==> config.mk <==
export PLATFORM = sky130hd
export DESIGN_NAME = edge_propagator_rx
export DESIGN_NICKNAME = d
export VERILOG_FILES = /design/src/rtl/edge_propagator_rx.sv
export SDC_FILE = /design/constraint.sdc
export NUM_CORES = 1
export LEC_CHECK = 0
export BUFFER_PORTS_ARGS = -buffer_cell sky130_fd_sc_hd__buf_2
export CAP_MARGIN = 0
export CORE_AREA = 2 2 39 41
export CTS_CLUSTER_SIZE = 28
export DETAILED_ROUTE_END_ITERATION = 6
export DIE_AREA = 0 0 41 43
export PLACE_DENSITY = 0.79
export SETUP_SLACK_MARGIN = 0.3
export SLEW_MARGIN = 20
export SYNTH_ARGS = -nofsm -noshare
export SYNTH_HDL_FRONTEND = slang
export SYNTH_SLANG_ARGS = --single-unit
==> constraint.sdc <==
create_clock -name clk_i -period 1.5 [get_ports clk_i]
set_input_delay 0.075 -clock clk_i [delete_from_list [all_inputs] [get_ports clk_i]]
set_output_delay 0.075 -clock clk_i [all_outputs]
set_load 0.1 [all_outputs]
==> src/rtl/edge_propagator_rx.sv <==
// Destination-domain receiver of the two-wire edge-propagation handshake.
// Synchronises the request level and presents exactly one valid/ready event per rising request.
module edge_propagator_rx #(
  parameter int unsigned SYNC_STAGES = 2,
  parameter int unsigned CNT_W       = 8
) (
  input  logic             clk_i,
  input  logic             rstn_i,
  input  logic             valid_i,
  output logic             ack_o,
  output logic             valid_o,
  input  logic             ready_i,
  output logic             busy_o,
  input  logic             clr_cnt_i,
  output logic [CNT_W-1:0] event_cnt_o
);

  if (SYNC_STAGES < 2 || SYNC_STAGES > 4) begin : g_bad_sync
    $error("edge_propagator_rx: SYNC_STAGES must be in 2..4");
  end
  if (CNT_W < 1) begin : g_bad_cnt
    $error("edge_propagator_rx: CNT_W must be at least 1");
  end

  typedef enum logic [1:0] {
    IDLE = 2'd0,
    PEND = 2'd1,
    ACK  = 2'd2
  } state_e;

  logic [SYNC_STAGES-1:0] sync_q, sync_d;
  state_e                 state_q, state_d;
  logic                   ack_q, ack_d;
  logic [CNT_W-1:0]       cnt_q, cnt_d;
  logic                   req_s;
  logic                   accept;

  // Stage 0 samples valid_i directly; nothing may sit in front of the first flop.
  always_comb begin
    sync_d = {sync_q[SYNC_STAGES-2:0], valid_i};
  end

  assign req_s = sync_q[SYNC_STAGES-1];

  always_comb begin
    state_d = state_q;
    ack_d   = ack_q;
    accept  = 1'b0;
    unique case (state_q)
      IDLE: begin
        ack_d = 1'b0;
        if (req_s) begin
          state_d = PEND;
        end
      end
      PEND: begin
        // A request that vanished while pending is still delivered and acknowledged.
        if (ready_i) begin
          state_d = ACK;
          ack_d   = 1'b1;
          accept  = 1'b1;
        end
      end
      ACK: begin
        if (!req_s) begin
          state_d = IDLE;
          ack_d   = 1'b0;
        end
      end
      default: begin
        state_d = IDLE;
        ack_d   = 1'b0;
      end
    endcase
  end

  always_comb begin
    cnt_d = cnt_q;
    if (accept) begin
      cnt_d = cnt_q + CNT_W'(1);
    end
    if (clr_cnt_i) begin
      cnt_d = '0;
    end
  end

  always_ff @(posedge clk_i or negedge rstn_i) begin
    if (!rstn_i) begin
      sync_q  <= '0;
      state_q <= IDLE;
      ack_q   <= 1'b0;
      cnt_q   <= '0;
    end else begin
      sync_q  <= sync_d;
      state_q <= state_d;
      ack_q   <= ack_d;
      cnt_q   <= cnt_d;
    end
  end

  assign ack_o       = ack_q;
  assign valid_o     = (state_q == PEND);
  assign busy_o      = (state_q != IDLE);
  assign event_cnt_o = cnt_q;

endmodule

# After elaboration in Yosys (flattened, before gate mapping)
# Index checks and enable logic that the tools add are counted.
totals:
  regBits: 13
  out_inout_bits: 11
  elab_cells: 26
classes:
  add_sub_neg: 1
  eq_ne: 5
  n_mux: 11
  n_reduce_logical: 5
op_table:
  columns: ["op", "n"]
  rows:
  - ["$mux 8", 2]
  - ["$add 8x1->8 const B", 1]
  - ["$mux 2", 3]
  - ["$pmux 2 s3", 1]
  - ["$mux 1", 4]
  - ["$ne 2x2->1 const B", 2]
  - ["$reduce_bool 2->1", 2]
  - ["$reduce_and 3->1", 1]
  - ["$eq 2x1->1 const B", 1]
  - ["$eq 2x2->1 const B", 1]
  - ["$logic_not 2->1", 1]
  - ["$ne 2x1->1 const B", 1]
  - ["$pmux 1 s2", 1]
  - ["$reduce_and 2->1", 1]

# Depth between registers and ports, before layout
# Gate-level depths: netlist of the first run.
logic_depth:
  word_depth: 4
  depth_mapped: 4

# Worst setup path after synthesis of the first run
# Ideal clock, no wire load.
synth_path:
  path_type: "flip-flop to flip-flop"
  from: "reg state_q[0]"
  to: "reg ack_q, in the netlist ack_o"
  arrival_ns: 2.199
  slack_ns: -0.781
  stages_incl_launch_ff: 5
  n_path_buf: 1
  path_cell_list: "dfrtp_1 -> buf_4 -> nor2b_1 -> o21ai_0 -> o21ai_0"
synth_between:
  elab_chain_cells: 3
synth_rtl:
  columns: ["item", "line", "text"]
  rows:
  - ["from (decl)", "32", "state_e state_q, state_d;"]
  - ["from (signal assigned)", "95", "state_q <= state_d;"]
  - ["$eq 2x1->1 *", null, null]
  - ["named net valid_o", "11", "output logic valid_o,"]
  - ["$ne 2x1->1 (no source line)", null, null]
  - ["$reduce_and 2->1 (no source line)", null, null]
  - ["to (signal assigned)", "96", "ack_q <= ack_d;"]
  - ["to (decl)", "33", "logic ack_q, ack_d;"]
# The timed path passes the listed nets; every way through them passes the cells marked *.
# A chain may end at the register's enable or synchronous reset.

# Final worst setup path of the first run
layout_path:
  from: "reg cnt_q[2], in the netlist event_cnt_o[2]"
  to: "reg cnt_q[7], in the netlist event_cnt_o[7]"
layout_between:
  elab_chain_cells: 3
layout_rtl:
  columns: ["item", "line", "text"]
  rows:
  - ["from (decl)", "34", "logic [CNT_W-1:0] cnt_q, cnt_d;"]
  - ["from (signal assigned)", "97", "cnt_q <= cnt_d;"]
  - ["$add 8x1->8", "80", "cnt_d = cnt_q + CNT_W'(1);"]
  - ["$mux 8", "79", "if (accept) begin"]
  - ["$mux 8", "82", "if (clr_cnt_i) begin"]
# Every way passes these cells. The select of a mux whose other input is x is not followed.

==> impl_metrics.json, run 1 <==
{
  "area_growth_pct": 55.02,
  "maxSlewViolCount": 0,
  "grt_pass1_vias": 530,
  "period_needed_ns": 1.407,
  "firstDrtPassIters": 4,
  "grt_pass1_wl_um": 2263,
  "crit_chain": "nand4_1, nor4_4, mux2_4",
  "period_share_pct": 93.82,
  "hp-class": "input pin to flop",
  "io_buffers": 15,
  "via_per_inst": 5.610,
  "io_pins": 16,
  "netlist_top_cells_area": "dfrtp_1 54%, a21oi_1 4.2%, o21ai_0 4.2%, nand3b_4 3.3%, nand2_1 2.5%",
  "drt-initial-drc-count": 20,
  "cts.htree.levels": 1,
  "grt_max_degree": 14,
  "grt_usage_pct": 20.08,
  "setup_viol": 0,
  "cp-start-kind": "flop",
  "drt-total-wl_um": 1490,
  "worstSkewPairLatency_ns": 0.28,
  "status": "completed",
  "synth_area_leader_cell": "dfrtp_1",
  "grt_antenna_before_repair": 0,
  "cts_buffers": 3,
  "vias": 561,
  "layout_commonest_cell": "buf_4",
  "netlist_area_um2": 598.1,
  "core_um2": 1384,
  "avgSynthCellArea_um2": 10.49,
  "layout_common_cells": "13 x buf_4, 7 x dfrtp_4, 6 x clkbuf_4, 5 x dfrtp_1",
  "ys_seq_area_share_pct": 54.39,
  "die_area_um2": 1763,
  "cpMaxStageDelayCell": "dfrtp_4",
  "ant_nets": 0,
  "rsz0062_at_grt": "yes",
  "max-slew-margin-rel_pct": 80.28,
  "placedCellCount": 87,
  "die_x_um": 41,
  "max-cap-violations": 0,
  "clock_skew_ns": 0.006227,
  "cts-root-buf": "clkbuf_4",
  "fin_nets": 91,
  "dp_slack_ns": 0.09970,
  "clkTransAtPathRegs_ns": 0.08,
  "fmax_mhz": 710.6,
  "tns_ns": 0,
  "cp.arrival_ns": 1.57,
  "synth_fp_nets": 63,
  "power_density_nw_per_um2": 1277,
  "required_ns": 1.66,
  "hold_violations": 0,
  "yosysUniqueCellTypes": 24,
  "fin_cells": 100,
  "layout_setup_ws_ns": 0.09275,
  "synth_cells": 57,
  "synth_seq_cells": 13,
  "synth-warning-count": 0,
  "wl_per_cell_um": 14.90,
  "diodes": 0,
  "place_congestion": 0.8009,
  "critical_path_peak_fanout": 5,
  "ir_drop_uv": 970.8,
  "drc": 0,
  "start_util_pct": 43.22,
  "cts_sinks": 13,
  "power.total_mw": 1.184,
  "end_kind": "flop",
  "power.leakage_nw": 0.4093,
  "cts_tree": "done",
  "worstMarginPinSlew_ns": 0.2932,
  "grt_remaining_overflow": 0,
  "cts.path.max_buffers": 2,
  "die_h_um": 43,
  "dp_hpwl_um": 925.1,
  "core.rowCount": 14,
  "path_class": "flop to flop",
  "post-synth-top-area-fraction_pct": 54.39,
  "cpPeakStageDelay_ns": 0.45,
  "drive_above_1_share_pct": 52.38
}
[synthesized netlist by cell type]
master	count
nand2b_1	1
o21ai_0	5
buf_1	1
o31ai_1	2
nor4_1	1
nor2_1	4
nand3_1	2
or4_1	2
or2_2	1
a21oi_1	5
buf_4	1
nand4_1	1
dfrtp_1	13
nand3b_4	1
ha_1	1
nand2_1	4
mux2i_1	1
nand4b_1	1
mux2_2	1
nor2b_1	2
or3_1	2
xnor2_1	1
xor2_1	1
inv_1	3
[flip-flops by register name, indices dropped and copies added, names as in the netlist]
name	cells
event_cnt_o	8
state_q	2
ack_o	1
sync_q	2
[where the power goes]
part	total, mW	switching [mW]	internal, mW	leakage [nW]
combinational	0.534	0.340	0.195	0.236
sequential	0.434	0.0466	0.387	0.158
clock	0.216	0.113	0.103	0.0150
[metal layers]
| layer | GRT usage [%] | share of wire (%) |
|---|---|---|
| met5 | 0 | 0 |
| met4 | 15.33 | 3.4 |
| met3 | 5.236 | 4.2 |
| met2 | 29.38 | 52 |
| met1 | 23.65 | 40 |
[per-stage QoR]
step,cell area [µm²],hold slack (ns),util [%]
5_1_grt,927.1,0.07892,67.00
4_1_cts,853.3,0.06457,61.66
3_3_place_gp,744.5,-0.02816,53.80
3_5_place_dp,744.5,-0.02366,53.80
2_1_floorplan,653.1,-0.2206,-
6_report,927.1,0.07317,67.00
[layout make-up]
type	count	area [µm²]
fill	106	456.7
tap	16	20.02
sequential	13	352.8
timing repair buffer	25	211.5
clock buffer	4	26.28
multi-input combinational	39	305.3
inverter	3	11.26
[repair_timing]
action / 4_1_cts / 5_1_grt
setup buffers: 3 / 4
setup endpoints to repair: 13 / 11
hold buffers: 2 / 0
gates cloned: 0 / 0
hold endpoints to repair: 14 / 0
gates resized for setup: 14 / 11
pin swaps: 4 / 3
[worst max-delay path, delay by kind of cell (launching register included)]
| kind | cells | cell delay [ns] |
|---|---|---|
| flops | 1 | 0.45 |
| simple gates | 2 | 0.53 |
| mux | 1 | 0.32 |
[worst paths after layout]
path | start | end | slack [ns] | cells past startpoint
hold / removal | clr_cnt_i | event_cnt_o[4] | 0.07 | 2
setup reg to reg | event_cnt_o[2] | event_cnt_o[7] | 0.09 | 3
max in group asynchronous | rstn_i | event_cnt_o[1] | 1.03 | 2
setup / recovery | event_cnt_o[2] | event_cnt_o[7] | 0.09 | 3
hold reg to reg | sync_q[0] | sync_q[1] | 0.36 | 0
min in group asynchronous | rstn_i | event_cnt_o[4] | 0.21 | 2
[kinds of logic after synthesis]
kind of cell,count (synthesis),share of synthesized area [%]
buf+inv,5,3.765
fa+ha+maj,1,2.092
compound gates,12,10.88
simple gates,22,22.39
xor+xnor,2,2.929
flops,13,54.39
mux,2,3.556
Power figures use the tool's default switching activity.
==> run 2, diff against run 1 <==
--- a/config.mk
+++ b/config.mk
@@ -12,7 +12,7 @@
 export DETAILED_ROUTE_END_ITERATION = 6
 export DIE_AREA = 0 0 41 43
 export PLACE_DENSITY = 0.79
-export SETUP_SLACK_MARGIN = 0.3
+export SETUP_SLACK_MARGIN = 0.15
 export SLEW_MARGIN = 20
 export SYNTH_ARGS = -nofsm -noshare
 export SYNTH_HDL_FRONTEND = slang
==> run 2 against run 1 <==
Against the previous run:
- flip-flop and latch count is the same
- clock skew shrank 0.0025 ns
- fmax is 0.95% higher
- clock-buffer cell count stayed put
- power down 4.4%
- global-route usage fell by 3.8 points
- via count fell by 5.2%
- sequential power down 0.9%
- final area fell by 7.7%
- worst hold slack improved by 0.0034 ns
- die area stayed put
- sequential share of layout area rose by 3.2 points
- critical endpoint is now event_cnt_o[6]
==> impl_metrics.json, run 2 (synthesized netlist as in run 1, its figures left out) <==
{
  "die_h_um": 43,
  "ant_nets": 0,
  "period_share_pct": 92.94,
  "final_core_util_pct": 61.84,
  "max-cap-violations": 0,
  "grt_remaining_overflow": 0,
  "r2r_end": "event_cnt_o[6]",
  "cts_buffers": 3,
  "clkTransAtPathRegs_ns": 0.08,
  "placedCellCount": 87,
  "diodes": 0,
  "cp-start-kind": "flop",
  "worstMarginPinSlew_ns": 0.4882,
  "met1_length_um": 622,
  "grt_usage_pct": 16.27,
  "fin_area_um2": 855.8,
  "grt_antenna_before_repair": 0,
  "cts-root-buf": "clkbuf_4",
  "max-slew-margin-rel_pct": 67.68,
  "wl_met3_um": 23,
  "drt-initial-drc-count": 7,
  "cts_sinks": 13,
  "worstSkewPairLatency_ns": 0.27,
  "place_area_um2": 723.2,
  "tns_ns": 0,
  "cpMaxStageDelayCell": "dfrtp_4",
  "die_area_um2": 1763,
  "layout_setup_ws_ns": 0.1059,
  "grt_max_degree": 14,
  "cpPeakStageDelay_ns": 0.46,
  "critical_path_peak_fanout": 4,
  "rsz0062_at_grt": "yes",
  "fmax_mhz": 717.3,
  "grt_pass1_vias": 474,
  "cts.htree.levels": 1,
  "crit_chain": "ha_4, nand4b_1, or3_1, a21oi_1",
  "io_pins": 16,
  "drt-total-wl_um": 1445,
  "min_to": "event_cnt_o[5]",
  "grt_pass1_wl_um": 2001,
  "wl_per_cell_um": 14.90,
  "dp_slack_ns": 0.09395,
  "dp_hpwl_um": 907.2,
  "largest_reg_flops": 8,
  "die_x_um": 41,
  "ff2ff_path_depth": 4,
  "ir_drop_uv": 765.5,
  "end_kind": "flop",
  "firstDrtPassIters": 4,
  "fin_cells": 97,
  "place_congestion": 0.7250,
  "cp.arrival_ns": 1.59,
  "drive_above_1_share_pct": 48.15,
  "power.leakage_nw": 0.3858,
  "vias": 532,
  "core_um2": 1384,
  "path_class": "flop to flop",
  "cts.path.max_buffers": 2,
  "cts_tree": "done",
  "core.rowCount": 14,
  "setup_viol": 0,
  "cp_num_buf_inv": 0,
  "layout_common_cells": "13 x buf_2, 7 x dfrtp_4, 6 x buf_4, 5 x dfrtp_1",
  "hold_path.startpoint": "clr_cnt_i",
  "r2r_slack_ns": 0.11,
  "drc": 0,
  "routed-wl-met2_um": 785,
  "power_density_nw_per_um2": 1323,
  "whs_ns": 0.07658,
  "layout_commonest_cell": "buf_2",
  "io_buffers": 15,
  "clock_skew_ns": 0.003715,
  "critPathTopFamily": "simple AND/OR/NAND/NOR gates",
  "status": "completed",
  "hold_path_depth": 2,
  "area_growth_pct": 43.10,
  "hp-class": "input pin to flop",
  "maxSlewViolCount": 0,
  "required_ns": 1.70,
  "r2r-start": "event_cnt_o[0]",
  "period_needed_ns": 1.394,
  "highest-signal-layer": "met4",
  "power.total_mw": 1.133,
  "via_per_inst": 5.485,
  "start_util_pct": 43.22,
  "hold_violations": 0,
  "fin_nets": 88
}
==> run 2: cell count changes in the layout (fill, tap and decap cells not counted) <==
cell and delta:
buf_12 -1, buf_2 +9, buf_4 -7, buf_6 -1, clkbuf_4 -3, nand2_1 +1
nand2_2 -1, xnor2_1 +1, xnor2_2 -1
==> run 2: final cells by class <==
cell class	count	area, µm²
Fill cell	109	528.0
Tap cell	16	20.02
Inverter	3	11.26
Clock buffer	4	26.28
Timing Repair Buffer	22	150.1
Sequential cell	13	352.8
Multi-Input combinational cell	39	295.3
==> run 2: what timing repair did <==
action                                  in CTS  in global routing
pin swaps                                    2                  5
gates resized for setup                      6                  8
endpoints found under the setup margin       7                  6
buffers inserted                             0                  4
hold buffers                                 2                  0
endpoints found under the hold margin       14                  0
==> run 2: how the worst max path moves through the flow <==
stage	startpoint	endpoint	depth (start not counted)
final	event_cnt_o[0]	event_cnt_o[6]	4
after global routing	event_cnt_o[0]	event_cnt_o[5]	3
after CTS	event_cnt_o[0]	event_cnt_o[4]	4
after detailed placement	state_q[0]	event_cnt_o[7]	3
after global placement	state_q[0]	event_cnt_o[7]	3
after floorplan	event_cnt_o[0]	event_cnt_o[7]	3
==> run 2: layer usage <==
layer | vias to the layer above | GRT usage (%)
met5 | - | 0
met4 | 0 | 6.000
met3 | 2 | 2.094
met2 | 9 | 28.13
met1 | 272 | 19.18
li1 | 249 | -
==> run 2: power by group <==
part           internal [mW]  switching [mW]
clock network          0.103           0.115
logic                  0.150           0.336
registers              0.387          0.0424
